**src/rtl/latch_pkg.sv**
```systemverilog
// Shared definitions for the d_latch driver: FSM state encoding and default phase timing.
// The default timing set is also used by the d_latch bench so both agree on window sizes.
package latch_pkg;

    typedef enum logic [1:0] {
        IDLE  = 2'd0,
        SETUP = 2'd1,
        OPEN  = 2'd2,
        HOLD  = 2'd3
    } state_t;

    localparam int DEF_SETUP_CYC = 1;
    localparam int DEF_OPEN_CYC  = 2;
    localparam int DEF_HOLD_CYC  = 1;
    localparam int DEF_CNT_W     = 4;

    // Counter reload value for a phase of cyc cycles; an empty phase reloads 0.
    function automatic int phase_load(input int cyc);
        return (cyc > 0) ? cyc - 1 : 0;
    endfunction

endpackage

```
**src/rtl/latch_strobe_gen_phase_counter.sv**
```systemverilog
// Down-counter that times one FSM phase; zero flags the last cycle of the phase.
// Decrement saturates at zero so the count can never wrap.
module phase_counter #(
    parameter int CNT_W = 4
) (
    input  logic             clk,
    input  logic             reset,
    input  logic             load,
    input  logic [CNT_W-1:0] load_val,
    input  logic             dec,
    output logic             zero
);

    logic [CNT_W-1:0] count;

    always_ff @(posedge clk or negedge reset) begin
        if (!reset) begin
            count <= '0;
        end else if (load) begin
            count <= load_val;
        end else if (dec && (count != '0)) begin
            count <= count - 1'b1;
        end
    end

    assign zero = (count == '0);

endmodule

```
**src/rtl/latch_strobe_gen.sv**
```systemverilog
// Drives a transparent d_latch from a valid/ready stream: D is set up, enable is pulsed,
// then D is held, so the latch never sees D move while enable is high.
module latch_strobe_gen
    import latch_pkg::*;
#(
    parameter int WIDTH     = 1,
    parameter int SETUP_CYC = DEF_SETUP_CYC,
    parameter int OPEN_CYC  = DEF_OPEN_CYC,
    parameter int HOLD_CYC  = DEF_HOLD_CYC,
    parameter int CNT_W     = DEF_CNT_W
) (
    input  logic             clk,
    input  logic             reset,
    input  logic             in_valid,
    input  logic [WIDTH-1:0] in_data,
    output logic             in_ready,
    output logic [WIDTH-1:0] D,
    output logic             enable,
    output logic             busy,
    output logic             done
);

    if (OPEN_CYC < 1 || SETUP_CYC < 0 || HOLD_CYC < 0 ||
        SETUP_CYC >= (1 << CNT_W) || OPEN_CYC >= (1 << CNT_W) ||
        HOLD_CYC >= (1 << CNT_W)) begin : g_bad_params
        $error("latch_strobe_gen: illegal phase timing parameters");
    end

    localparam logic [CNT_W-1:0] SETUP_LOAD = CNT_W'(phase_load(SETUP_CYC));
    localparam logic [CNT_W-1:0] OPEN_LOAD  = CNT_W'(phase_load(OPEN_CYC));
    localparam logic [CNT_W-1:0] HOLD_LOAD  = CNT_W'(phase_load(HOLD_CYC));

    state_t           state;
    logic             accept;
    logic             load;
    logic             dec;
    logic [CNT_W-1:0] load_val;
    logic             zero;

    assign accept = in_valid & in_ready;

    // Counter control: reload on every phase entry, count down while a phase runs.
    always_comb begin
        load     = 1'b0;
        dec      = 1'b0;
        load_val = '0;
        unique case (state)
            IDLE: begin
                if (accept) begin
                    load     = 1'b1;
                    load_val = (SETUP_CYC > 0) ? SETUP_LOAD : OPEN_LOAD;
                end
            end
            SETUP: begin
                if (zero) begin
                    load     = 1'b1;
                    load_val = OPEN_LOAD;
                end else begin
                    dec = 1'b1;
                end
            end
            OPEN: begin
                if (zero) begin
                    load     = 1'b1;
                    load_val = (HOLD_CYC > 0) ? HOLD_LOAD : '0;
                end else begin
                    dec = 1'b1;
                end
            end
            HOLD: begin
                if (zero) begin
                    load     = 1'b1;
                    load_val = '0;
                end else begin
                    dec = 1'b1;
                end
            end
            default: ;
        endcase
    end

    phase_counter #(
        .CNT_W(CNT_W)
    ) u_phase_counter (
        .clk      (clk),
        .reset    (reset),
        .load     (load),
        .load_val (load_val),
        .dec      (dec),
        .zero     (zero)
    );

    // Outputs are updated together with the state so enable is a clean flop output.
    always_ff @(posedge clk or negedge reset) begin
        if (!reset) begin
            state    <= IDLE;
            D        <= '0;
            enable   <= 1'b0;
            in_ready <= 1'b1;
            busy     <= 1'b0;
            done     <= 1'b0;
        end else begin
            unique case (state)
                IDLE: begin
                    done <= 1'b0;
                    if (accept) begin
                        D        <= in_data;
                        in_ready <= 1'b0;
                        busy     <= 1'b1;
                        if (SETUP_CYC > 0) begin
                            state <= SETUP;
                        end else begin
                            state  <= OPEN;
                            enable <= 1'b1;
                        end
                    end
                end
                SETUP: begin
                    if (zero) begin
                        state  <= OPEN;
                        enable <= 1'b1;
                    end
                end
                OPEN: begin
                    if (zero) begin
                        enable <= 1'b0;
                        if (HOLD_CYC > 0) begin
                            state <= HOLD;
                        end else begin
                            state    <= IDLE;
                            in_ready <= 1'b1;
                            busy     <= 1'b0;
                            done     <= 1'b1;
                        end
                    end
                end
                HOLD: begin
                    if (zero) begin
                        state    <= IDLE;
                        in_ready <= 1'b1;
                        busy     <= 1'b0;
                        done     <= 1'b1;
                    end
                end
                default: state <= IDLE;
            endcase
        end
    end

endmodule
```
**config.mk**
```make
export PLATFORM = sky130hd
export DESIGN_NAME = latch_strobe_gen
export DESIGN_NICKNAME = d
export VERILOG_FILES = /design/src/rtl/latch_pkg.sv /design/src/rtl/latch_strobe_gen_phase_counter.sv /design/src/rtl/latch_strobe_gen.sv
export SDC_FILE = /design/constraint.sdc
export NUM_CORES = 1
export LEC_CHECK = 0
export BUFFER_PORTS_ARGS = -buffer_cell sky130_fd_sc_hd__clkbuf_2
export CAP_MARGIN = 25
export CORE_MARGIN = 4
export CORE_UTILIZATION = 45
export CTS_CLUSTER_DIAMETER = 200
export DETAILED_ROUTE_END_ITERATION = 8
export GPL_TIMING_DRIVEN = 1
export SLEW_MARGIN = 20
export SYNTH_ARGS = -nofsm -noshare
export SYNTH_HDL_FRONTEND = slang
export SYNTH_SLANG_ARGS = --single-unit
```
**constraint.sdc**
```tcl
create_clock -name clk -period 4.4 [get_ports clk]
set_clock_uncertainty 0.05 [all_clocks]
set_input_delay 0.22 -clock clk [delete_from_list [all_inputs] [get_ports clk]]
set_output_delay 0.22 -clock clk [all_outputs]
set_load 0.01 [all_outputs]
```
==> results of run 1 <==
-- report_power, final --
part / switching, mW / total [mW] / internal, mW
clock network: 0.0342 / 0.0693 / 0.0350
registers: 0.0426 / 0.195 / 0.152
logic: 0.168 / 0.320 / 0.151
total: 0.245 / 0.584 / 0.339
-- timing repair --
action,4_1_cts,5_1_grt
setup buffers,0,0
endpoints found under the hold margin,10,0
hold buffers,1,0
-- registers in the layout (all words and copies together) (netlist names) --
signal and count:
busy 1, enable 1, in_ready 1, D 1, u_phase_counter.count 4, done 1, state 2
-- worst min path at each step --
stage	to	slack, ps
final	D$_DFFE_PN0P_	130
after detailed placement	u_phase_counter.count[3]$_DFFE_PN0P_	70
after CTS	D$_DFFE_PN0P_	130
after global placement	u_phase_counter.count[3]$_DFFE_PN0P_	60
after global routing	D$_DFFE_PN0P_	120
after floorplan	D$_DFFE_PN0P_	-130
-- placed cells by master, fill, tap and decap left out, drive strengths merged --
cell type / count
clkbuf: 12
dfrtp: 10
inv: 9
ha: 8
o21ai: 7
nand3: 4
mux2i: 4
a21oi: 3
nor3: 3
nand2: 2
nor2b: 2
nor2: 2
a2bb2oi: 2
mux2: 1
or3b: 1
nor3b: 1
a22o: 1
o31ai: 1
a211oi: 1
a311o: 1
dlygate4sd3: 1
dfstp: 1
-- cell families (layout without fill, tap and decap cells) --
kind of cell               count (synthesis)  in the layout  synth area share
AOI/OAI and AO/OA                         16             16            0.1695
adders and majority gates                  8              8            0.1507
buffers and inverters                     10             22           0.05649
DFF                                       11             11            0.4162
muxes                                      5              5           0.07721
and+or+nand+nor                           15             15            0.1299
-- per-stage QoR --
| step | util | area, µm² | worst slack, ps | hold slack (ps) | cells |
|---|---|---|---|---|---|
| after floorplan | - | 664.4 | 2895 | -125.6 | 65 |
| after global placement | 0.5329 | 719.4 | 2814 | 60.79 | 87 |
| after detailed placement | 0.5329 | 719.4 | 2767 | 66.01 | 87 |
| after CTS | 0.5598 | 755.7 | 2757 | 126.7 | 92 |
| after global routing | 0.5598 | 755.7 | 2598 | 121.8 | 92 |
| final | 0.5598 | 755.7 | 2772 | 133.9 | 92 |
-- layer usage --
| metal | GRT usage | vias up |
|---|---|---|
| li1 | - | 252 |
| met1 | 0.1690 | 224 |
| met2 | 0.1841 | 3 |
| met3 | 0.03516 | 2 |
| met4 | 0.08523 | 0 |
| met5 | 0 | - |
-- layout make-up --
class,count,share of cell area
multi-input combinational,44,0.4636
clock buffer,4,0.03477
tap,15,0.02483
inverter,9,0.04470
timing repair buffer,9,0.06623
sequential,11,0.3659
==> results.yml, run 1 <==
critical_path:
  startpoint: "u_phase_counter.count[0]$_DFFE_PN0P_"
  regToRegStartpoint: "u_phase_counter.count[0]$_DFFE_PN0P_"
  crit_path_end: "state[1]$_DFFE_PN0P_"
  required_ps: 4540
  cpPeakStageDelay_ps: 410
  critical-path-slowest-cell: "dfrtp_1"
  crit_cells: 5
  cp-end-kind: "flip-flop"
  r2r_slack_ps: 2770
  r2r_end: "state[1]$_DFFE_PN0P_"
  rr_worst_depth: 5
  critPathMaxFanout: 6
  cp_top_family: "flip-flops"
  arrival_ps: 1770
  path_buf_inv: 1
  critPathLaunchType: "flip-flop"
  crit_type: "reg2reg"
  crit_chain: "inv_1 > ha_1 > nor3b_2 > a2bb2oi_2 > mux2i_1"
timing:
  period_needed_ps: 1628
  fin_tns_setup_ps: 0
  fmax_ghz: 0.6142
  setup_viol: 0
  slew_headroom: 0.7272
  slew_viol_final: 0
  hold_viol: 0
  rsz0062_at_grt: "false"
  worst_slew_pin_slew_ps: 407.4
  min_period_over_period: 0.3701
grt:
  grt_antenna_before_repair: 0
  grt_pass1_wl_um: 1911
  grt_pass1_vias: 447
  track_usage: 0.1295
  gr-total-overflow: 0
  grt_max_degree: 12
floorplan:
  core_um2: 1350
  rows: 13
  die_w_um: 46.43
  initial_utilization: 0.4921
  pin_count: 9
  dieArea_um2: 2155
  die_y_um: 46.43
cts:
  cts_tree: "done"
  clock_sinks: 11
  clkTransAtPathRegs_ps: 70
  htreeDepth: 1
  cts-root-buf: "clkbuf_4"
  ctsLongestPathBuffers: 2
  clk_latency_ps: 260
  numCtsBuffers: 3
  cts-resized-gates: 0
layout:
  area_growth_pct: 13.75
  nNetsFinal: 90
  diodes: 0
  seq_area_um2: 276.5
  multi_input_area_um2: 350.3
  nFillCells: 123
  drive_gt1_frac: 0.2208
logic_synthesis:
  netlist_area_um2: 664.4
  yosysSeqAreaShare: 0.4162
  yosys_most_used_dff: "dfrtp_1"
  synth_cell_types: 23
  synthCells: 65
  synth_warnings: 0
  synth_edf_count: 0
  synthArstFlopShare: 1.000
  ys_ff_latch: 11
  netlist.area_leader.share: 0.3766
  syn_area_per_cell_um2: 10.22
  synth_most_common_cell: "dfrtp_1"
  yosysTopAreaCell: "dfrtp_1"
  netlist_top_cells_count: "10 x dfrtp_1, 9 x inv_1, 8 x ha_1, 5 x o21ai_1"
  synth_nets: 77
  synthTopCellsByArea: "dfrtp_1 38%, ha_1 15%, mux2i_1 6.0%"
routing:
  firstDrtPassIters: 4
  wl_met1_um: 588
  vias: 481
  ant_nets: 0
  topRoutingLayerUsed: "met4"
  vias_per_cell: 5.228
  wl_per_cell_um: 12.37
  drc: 0
  drt_iter0_markers: 6
  dr_wl_met2_um: 504
  wirelength_um: 1138
  wl_met3_um: 31
power:
  design_power_total_mw: 0.5838
  leakagePower_nw: 0.3706
  ir_worst_vdd_mv: 0.3652
  cellPowerDensity_nw_per_um2: 772.5
min_path:
  holdCritStartpoint: "in_data"
  hp-class: "in2reg"
  whs_path_depth: 2
job:
  cap_violations: 0
place:
  portBuffers: 8
  gp_congestion: 0.7999
  hpwl_um: 855.7
run_status:
  run_status: "finished clean"
Power figures use the tool's default switching activity.
==> inputs of run 2 (changes only) <==
--- a/config.mk
+++ b/config.mk
@@ -12,6 +12,7 @@
 export CTS_CLUSTER_DIAMETER = 200
 export DETAILED_ROUTE_END_ITERATION = 8
 export GPL_TIMING_DRIVEN = 1
+export PLACE_DENSITY = 0.67
 export SLEW_MARGIN = 20
 export SYNTH_ARGS = -nofsm -noshare
 export SYNTH_HDL_FRONTEND = slang
==> constraint.sdc (replaced) <==
create_clock -name clk -period 1.35 [get_ports clk]
set_clock_uncertainty 0.05 [all_clocks]
set_input_delay 0.0675 -clock clk [delete_from_list [all_inputs] [get_ports clk]]
set_output_delay 0.0675 -clock clk [all_outputs]
set_load 0.01 [all_outputs]
==> run 2 against run 1 <==
The run now ends with setup timing left; fmax grew 8.1%; combinational power grew to 6.3 times the previous value; worst setup slack worse by 2900 ps; critical endpoint is now u_phase_counter.count[0]$_DFFE_PN0P_; hold slack got worse by 69 ps; utilization grew 22 points; register-to-register slack got worse by 2900 ps; largest power group unchanged; cell count is 26% higher; first-iteration DRC count grew 33%; die area did not move; flip-flop and latch count stayed put; via count grew 23%; clock power grew to 3.3 times the previous value; highest routed layer unchanged.
==> results.yml, run 2 (synthesized netlist as in run 1, its figures left out) <==
layout:
  largestRegisters: "u_phase_counter.count: 4 flops, state: 2 flops"
  regMostFlops: "u_phase_counter.count"
  nFillCells: 93
  seq_area_um2: 276.5
  finalNonFillerCells: 116
  layout_common_cells: "22 x buf_4, 10 x dfrtp_1, 8 x clkbuf_2, 5 x inv_1"
  diodes: 0
  largest_reg_flops: 4
  final_common_cell: "buf_4"
  drive_gt1_frac: 0.5842
  area_growth_pct: 58.57
  multi_input_area_um2: 461.7
  nNetsFinal: 114
timing:
  rsz0062_at_grt: "true"
  fin_tns_setup_ps: -743.8
  fin_ws_ps: -156.5
  min_period_over_period: 1.116
  period_needed_ps: 1506
  worst_slew_pin_slew_ps: 319.6
  hold_viol: 0
  slew_headroom: 0.7864
  slew_viol_final: 0
  setup_viol: 9
  fmax_ghz: 0.6638
power:
  cellPowerDensity_nw_per_um2: 2764
  comb_power_share: 0.697
  p_switching_mw: 1.197
  cellInternalPower_mw: 1.715
  power_frac_seq: 0.224
  pwr-share-clk: 0.080
  switching_share: 0.4110
  leakagePower_nw: 0.4984
  ir_worst_vdd_mv: 1.702
routing:
  drc: 0
  vias: 591
  drt_iter0_markers: 8
  wirelength_um: 1777
  vias_per_cell: 5.095
  wl_per_cell_um: 15.32
  firstDrtPassIters: 4
  ant_nets: 0
critical_path:
  critPathLaunchType: "flip-flop"
  critPathMaxFanout: 3
  required_ps: 1470
  cp-end-kind: "flip-flop"
  cpPeakStageDelay_ps: 390
  cp_top_family: "flip-flops"
  crit_type: "reg2reg"
  arrival_ps: 1620
  crit_chain: "inv_2 > ha_4 > nor3b_4 > buf_4 > nor3_2 > a311o_1"
  critical-path-slowest-cell: "dfrtp_1"
  path_buf_inv: 2
grt:
  track_usage: 0.1976
  grt_antenna_before_repair: 0
  gr-total-overflow: 0
  grt_max_degree: 12
  grt_pass1_wl_um: 2808
  grt_pass1_vias: 619
floorplan:
  dieArea_um2: 2155
  pin_count: 9
  rows: 13
  core_um2: 1350
  die_y_um: 46.43
  die_w_um: 46.43
  initial_utilization: 0.4921
place:
  portBuffers: 8
  hpwl_um: 1078
  gp_congestion: 0.7744
  dp_cells: 101
run_status:
  run_status: "complete, but fails checks"
  failed_checks: "setup timing"
cts:
  clk_latency_ps: 280
  clkTransAtPathRegs_ps: 80
  numCtsBuffers: 3
  cts_tree: "done"
  cts-root-buf: "clkbuf_4"
  ctsLongestPathBuffers: 2
  htreeDepth: 1
  clock_sinks: 11
min_path:
  hp-class: "in2reg"
job:
  cap_violations: 0
==> run 2: cell types whose count changed in the layout (fill, tap and decap cells not counted), moves of 2 or more <==
cell	previous run	this run
buf_4	0	22
ha_1	8	2
ha_4	0	4
inv_1	9	5
inv_2	0	4
a21oi_1	3	0
a21oi_2	0	3
ha_2	0	2
nor3_1	3	1
o21ai_2	0	2
==> run 2: path summary, 6_finish.rpt <==
path | slack (ps) | endpoint | cells past startpoint | from
worst min register to register | 470 | D$_DFFE_PN0P_ | 1 | D$_DFFE_PN0P_
worst max-delay path | -160 | u_phase_counter.count[0]$_DFFE_PN0P_ | 6 | u_phase_counter.count[1]$_DFFE_PN0P_
min in group asynchronous | 140 | D$_DFFE_PN0P_ | 2 | reset
worst max register to register | -160 | u_phase_counter.count[0]$_DFFE_PN0P_ | 6 | u_phase_counter.count[1]$_DFFE_PN0P_
worst min-delay path | 60 | in_ready$_DFFE_PN1P_ | 4 | in_valid
max in group asynchronous | 820 | in_ready$_DFFE_PN1P_ | 2 | reset
==> run 2: through the flow <==
| step | hold WS [ps] | instance area, µm² | total power [mW] | utilization | setup slack [ps] |
|---|---|---|---|---|---|
| 6_report | 64.51 | 1054 | 2.912 | 0.7804 | -156.5 |
| 5_1_grt | 91.97 | 1054 | 3.154 | 0.7804 | -225.2 |
| 4_1_cts | 60.15 | 965.9 | 2.556 | 0.7155 | -134.8 |
| 3_5_place_dp | -90.21 | 833.3 | 2.045 | 0.6172 | -220.9 |
| 3_3_place_gp | -93.60 | 833.3 | 1.984 | 0.6172 | -124.0 |
| 2_1_floorplan | -278.1 | 674.4 | 1.488 | - | -89.88 |
==> run 2: what timing repair did <==
item / CTS / global route
pin swaps: 8 / 3
hold buffers: 2 / 0
setup endpoints to repair: 9 / 11
resized for setup: 14 / 13
hold endpoints to repair: 12 / 0
setup buffers: 5 / 5
==> run 2: worst min-delay path, cell delays in order <==
cell	delay [ps]
clkbuf_2	100
inv_1	40
o21ai_0	60
o21ai_1	70
==> run 2: area by class of cell <==
cell class                      count  share of cell area
Clock buffer                        4             0.02494
Inverter                            9             0.03207
Multi-Input combinational cell     44              0.4382
Sequential cell                    11              0.2625
Tap cell                           15             0.01781
Timing Repair Buffer               33              0.2245
==> run 2: power by group through the flow <==
stage                     registers (mW)  logic [mW]  clock network [mW]
after detailed placement           0.634        1.41                   0
after global placement             0.623        1.36                   0
final                              0.651        2.03               0.232
after global routing               0.673        2.22               0.262
after CTS                          0.635        1.69               0.236
after floorplan                    0.653       0.835                   0
==> run 2: routing by layer <==
metal  routed length (µm)  global-route usage  vias to the layer above
met5                    0                   0                        -
met4                   38             0.09659                        0
met2                  970              0.3434                        8
li1                     -                   -                      304
met1                  705              0.2053                      275
met3                   63             0.07422                        4
==> inputs of run 3 (changes only) <==
--- a/config.mk
+++ b/config.mk
@@ -7,7 +7,7 @@
 export LEC_CHECK = 0
 export BUFFER_PORTS_ARGS = -buffer_cell sky130_fd_sc_hd__clkbuf_2
 export CAP_MARGIN = 25
-export CORE_MARGIN = 4
+export CORE_MARGIN = 2
 export CORE_UTILIZATION = 45
 export CTS_CLUSTER_DIAMETER = 200
 export DETAILED_ROUTE_END_ITERATION = 8
==> run 3 against run 2 <==
The flow still finishes with violations (setup timing); non-clock buffer count shrank 3; highest routed layer unchanged; cell count shrank 2.6%; worst setup slack gained 69 ps; hold slack lost 16 ps; combinational power shrank 12%; largest power group unchanged; sequential power shrank 3%; utilization shrank 4.5 points.
==> results.yml, run 3 (synthesized netlist as in run 1, its figures left out) <==
layout:
  final_common_cell: "buf_4"
  regMostFlops: "u_phase_counter.count"
  drive_gt1_frac: 0.5306
  finalNonFillerCells: 113
  utilization: 0.7355
  area_growth_pct: 47.65
  nNetsFinal: 111
  largest_reg_flops: 4
  diodes: 0
  layout_common_cells: "20 x buf_4, 10 x dfrtp_1, 8 x clkbuf_2, 5 x inv_1"
  largestRegisters: "u_phase_counter.count: 4 flops, state: 2 flops"
  final_cell_area_um2: 980.9
critical_path:
  regToRegStartpoint: "u_phase_counter.count[0]$_DFFE_PN0P_"
  r2r_slack_ps: -90
  r2r_end: "u_phase_counter.count[0]$_DFFE_PN0P_"
  rr_worst_depth: 5
  required_ps: 1510
  crit_path_end: "u_phase_counter.count[0]$_DFFE_PN0P_"
  crit_type: "reg2reg"
  arrival_ps: 1590
  cp-end-kind: "flip-flop"
  critPathLaunchType: "flip-flop"
  critPathMaxFanout: 4
  startpoint: "u_phase_counter.count[0]$_DFFE_PN0P_"
floorplan:
  rows: 13
  die_y_um: 42.43
  core_um2: 1334
  dieArea_um2: 1800
  die_w_um: 42.43
  initial_utilization: 0.4981
  pin_count: 9
routing:
  wirelength_um: 1545
  wl_met3_um: 44
  vias_per_cell: 5.168
  drt_iter0_markers: 7
  vias: 584
  drc: 0
  wl_per_cell_um: 13.67
  wl_met1_um: 697
  topRoutingLayerUsed: "met4"
  firstDrtPassIters: 4
  dr_wl_met2_um: 792
  ant_nets: 0
timing:
  fin_tns_setup_ps: -442.1
  min_period_over_period: 1.065
  timing.hold.ws_ps: 48.30
  period_needed_ps: 1437
  hold_viol: 0
  rsz0062_at_grt: "true"
  slew_viol_final: 0
  slew_headroom: 0.8078
  setup_viol: 6
  fmax_ghz: 0.6957
  fin_ws_ps: -87.32
  worst_slew_pin_slew_ps: 288.3
place:
  dp_cells: 104
  placedInstanceArea_um2: 855.8
  hpwl_um: 1067
  gp_congestion: 0.7744
  portBuffers: 8
  place_ws_ps: -190.6
power:
  ir_worst_vdd_mv: 1.591
  design_power_total_mw: 2.657
  leakagePower_nw: 0.4750
  cellPowerDensity_nw_per_um2: 2709
min_path:
  holdCritStartpoint: "in_valid"
  hp-class: "in2reg"
  whs_path_depth: 4
grt:
  gr-total-overflow: 0
  grt_pass1_vias: 574
  grt_max_degree: 12
  track_usage: 0.1891
  grt_pass1_wl_um: 2525
  grt_antenna_before_repair: 0
cts:
  cts-root-buf: "clkbuf_4"
  htreeDepth: 1
  ctsLongestPathBuffers: 2
  numCtsBuffers: 3
  clkTransAtPathRegs_ps: 80
  clk_latency_ps: 270
  cts_tree: "done"
  clock_sinks: 11
run_status:
  run_status: "complete, but fails checks"
  failed_checks: "setup timing"
job:
  cap_violations: 0
==> run 3: cell type report <==
| type | instances | area, µm² |
|---|---|---|
| multi-input combinational | 44 | 415.4 |
| fill | 99 | 352.8 |
| sequential | 11 | 276.5 |
| timing repair buffer | 30 | 210.2 |
| inverter | 9 | 33.78 |
| clock buffer | 4 | 26.28 |
| tap | 15 | 18.77 |
==> run 3: per-layer routing <==
layer | GRT usage | vias to the layer above
li1 | - | 290
met1 | 0.2460 | 281
met2 | 0.2954 | 11
met3 | 0.02586 | 2
met4 | 0.1125 | 0
met5 | 0 | -
==> run 3: worst max-delay path, stage by stage, from the launching register on <==
cell and delay, ps:
dfrtp_1 400, inv_2 90, ha_4 140, or3b_4 420, a211oi_2 160, a311o_1 130
==> run 3: worst min path at each step <==
stage                                           end  slack, ps
2_1_floorplan                         D$_DFFE_PN0P_       -280
3_3_place_gp   u_phase_counter.count[3]$_DFFE_PN0P_        -90
3_5_place_dp   u_phase_counter.count[3]$_DFFE_PN0P_        -90
4_1_cts                        in_ready$_DFFE_PN1P_         50
5_1_grt                        in_ready$_DFFE_PN1P_         70
6_report                       in_ready$_DFFE_PN1P_         50
==> run 3: repair_timing <==
action                     in CTS  in global routing
pin swaps                       5                  4
setup buffers                   1                  2
gates resized for setup         9                  7
hold endpoints to repair       12                  0
setup endpoints to repair       9                 10
hold buffers                    2                  0
==> run 3: power by group <==
| part | leakage, nW | switching [mW] | total, mW | internal [mW] |
|---|---|---|---|---|
| registers | 0.128 | 0.136 | 0.632 | 0.496 |
| clock network | 0.0150 | 0.122 | 0.237 | 0.114 |
| logic | 0.332 | 0.825 | 1.79 | 0.964 |
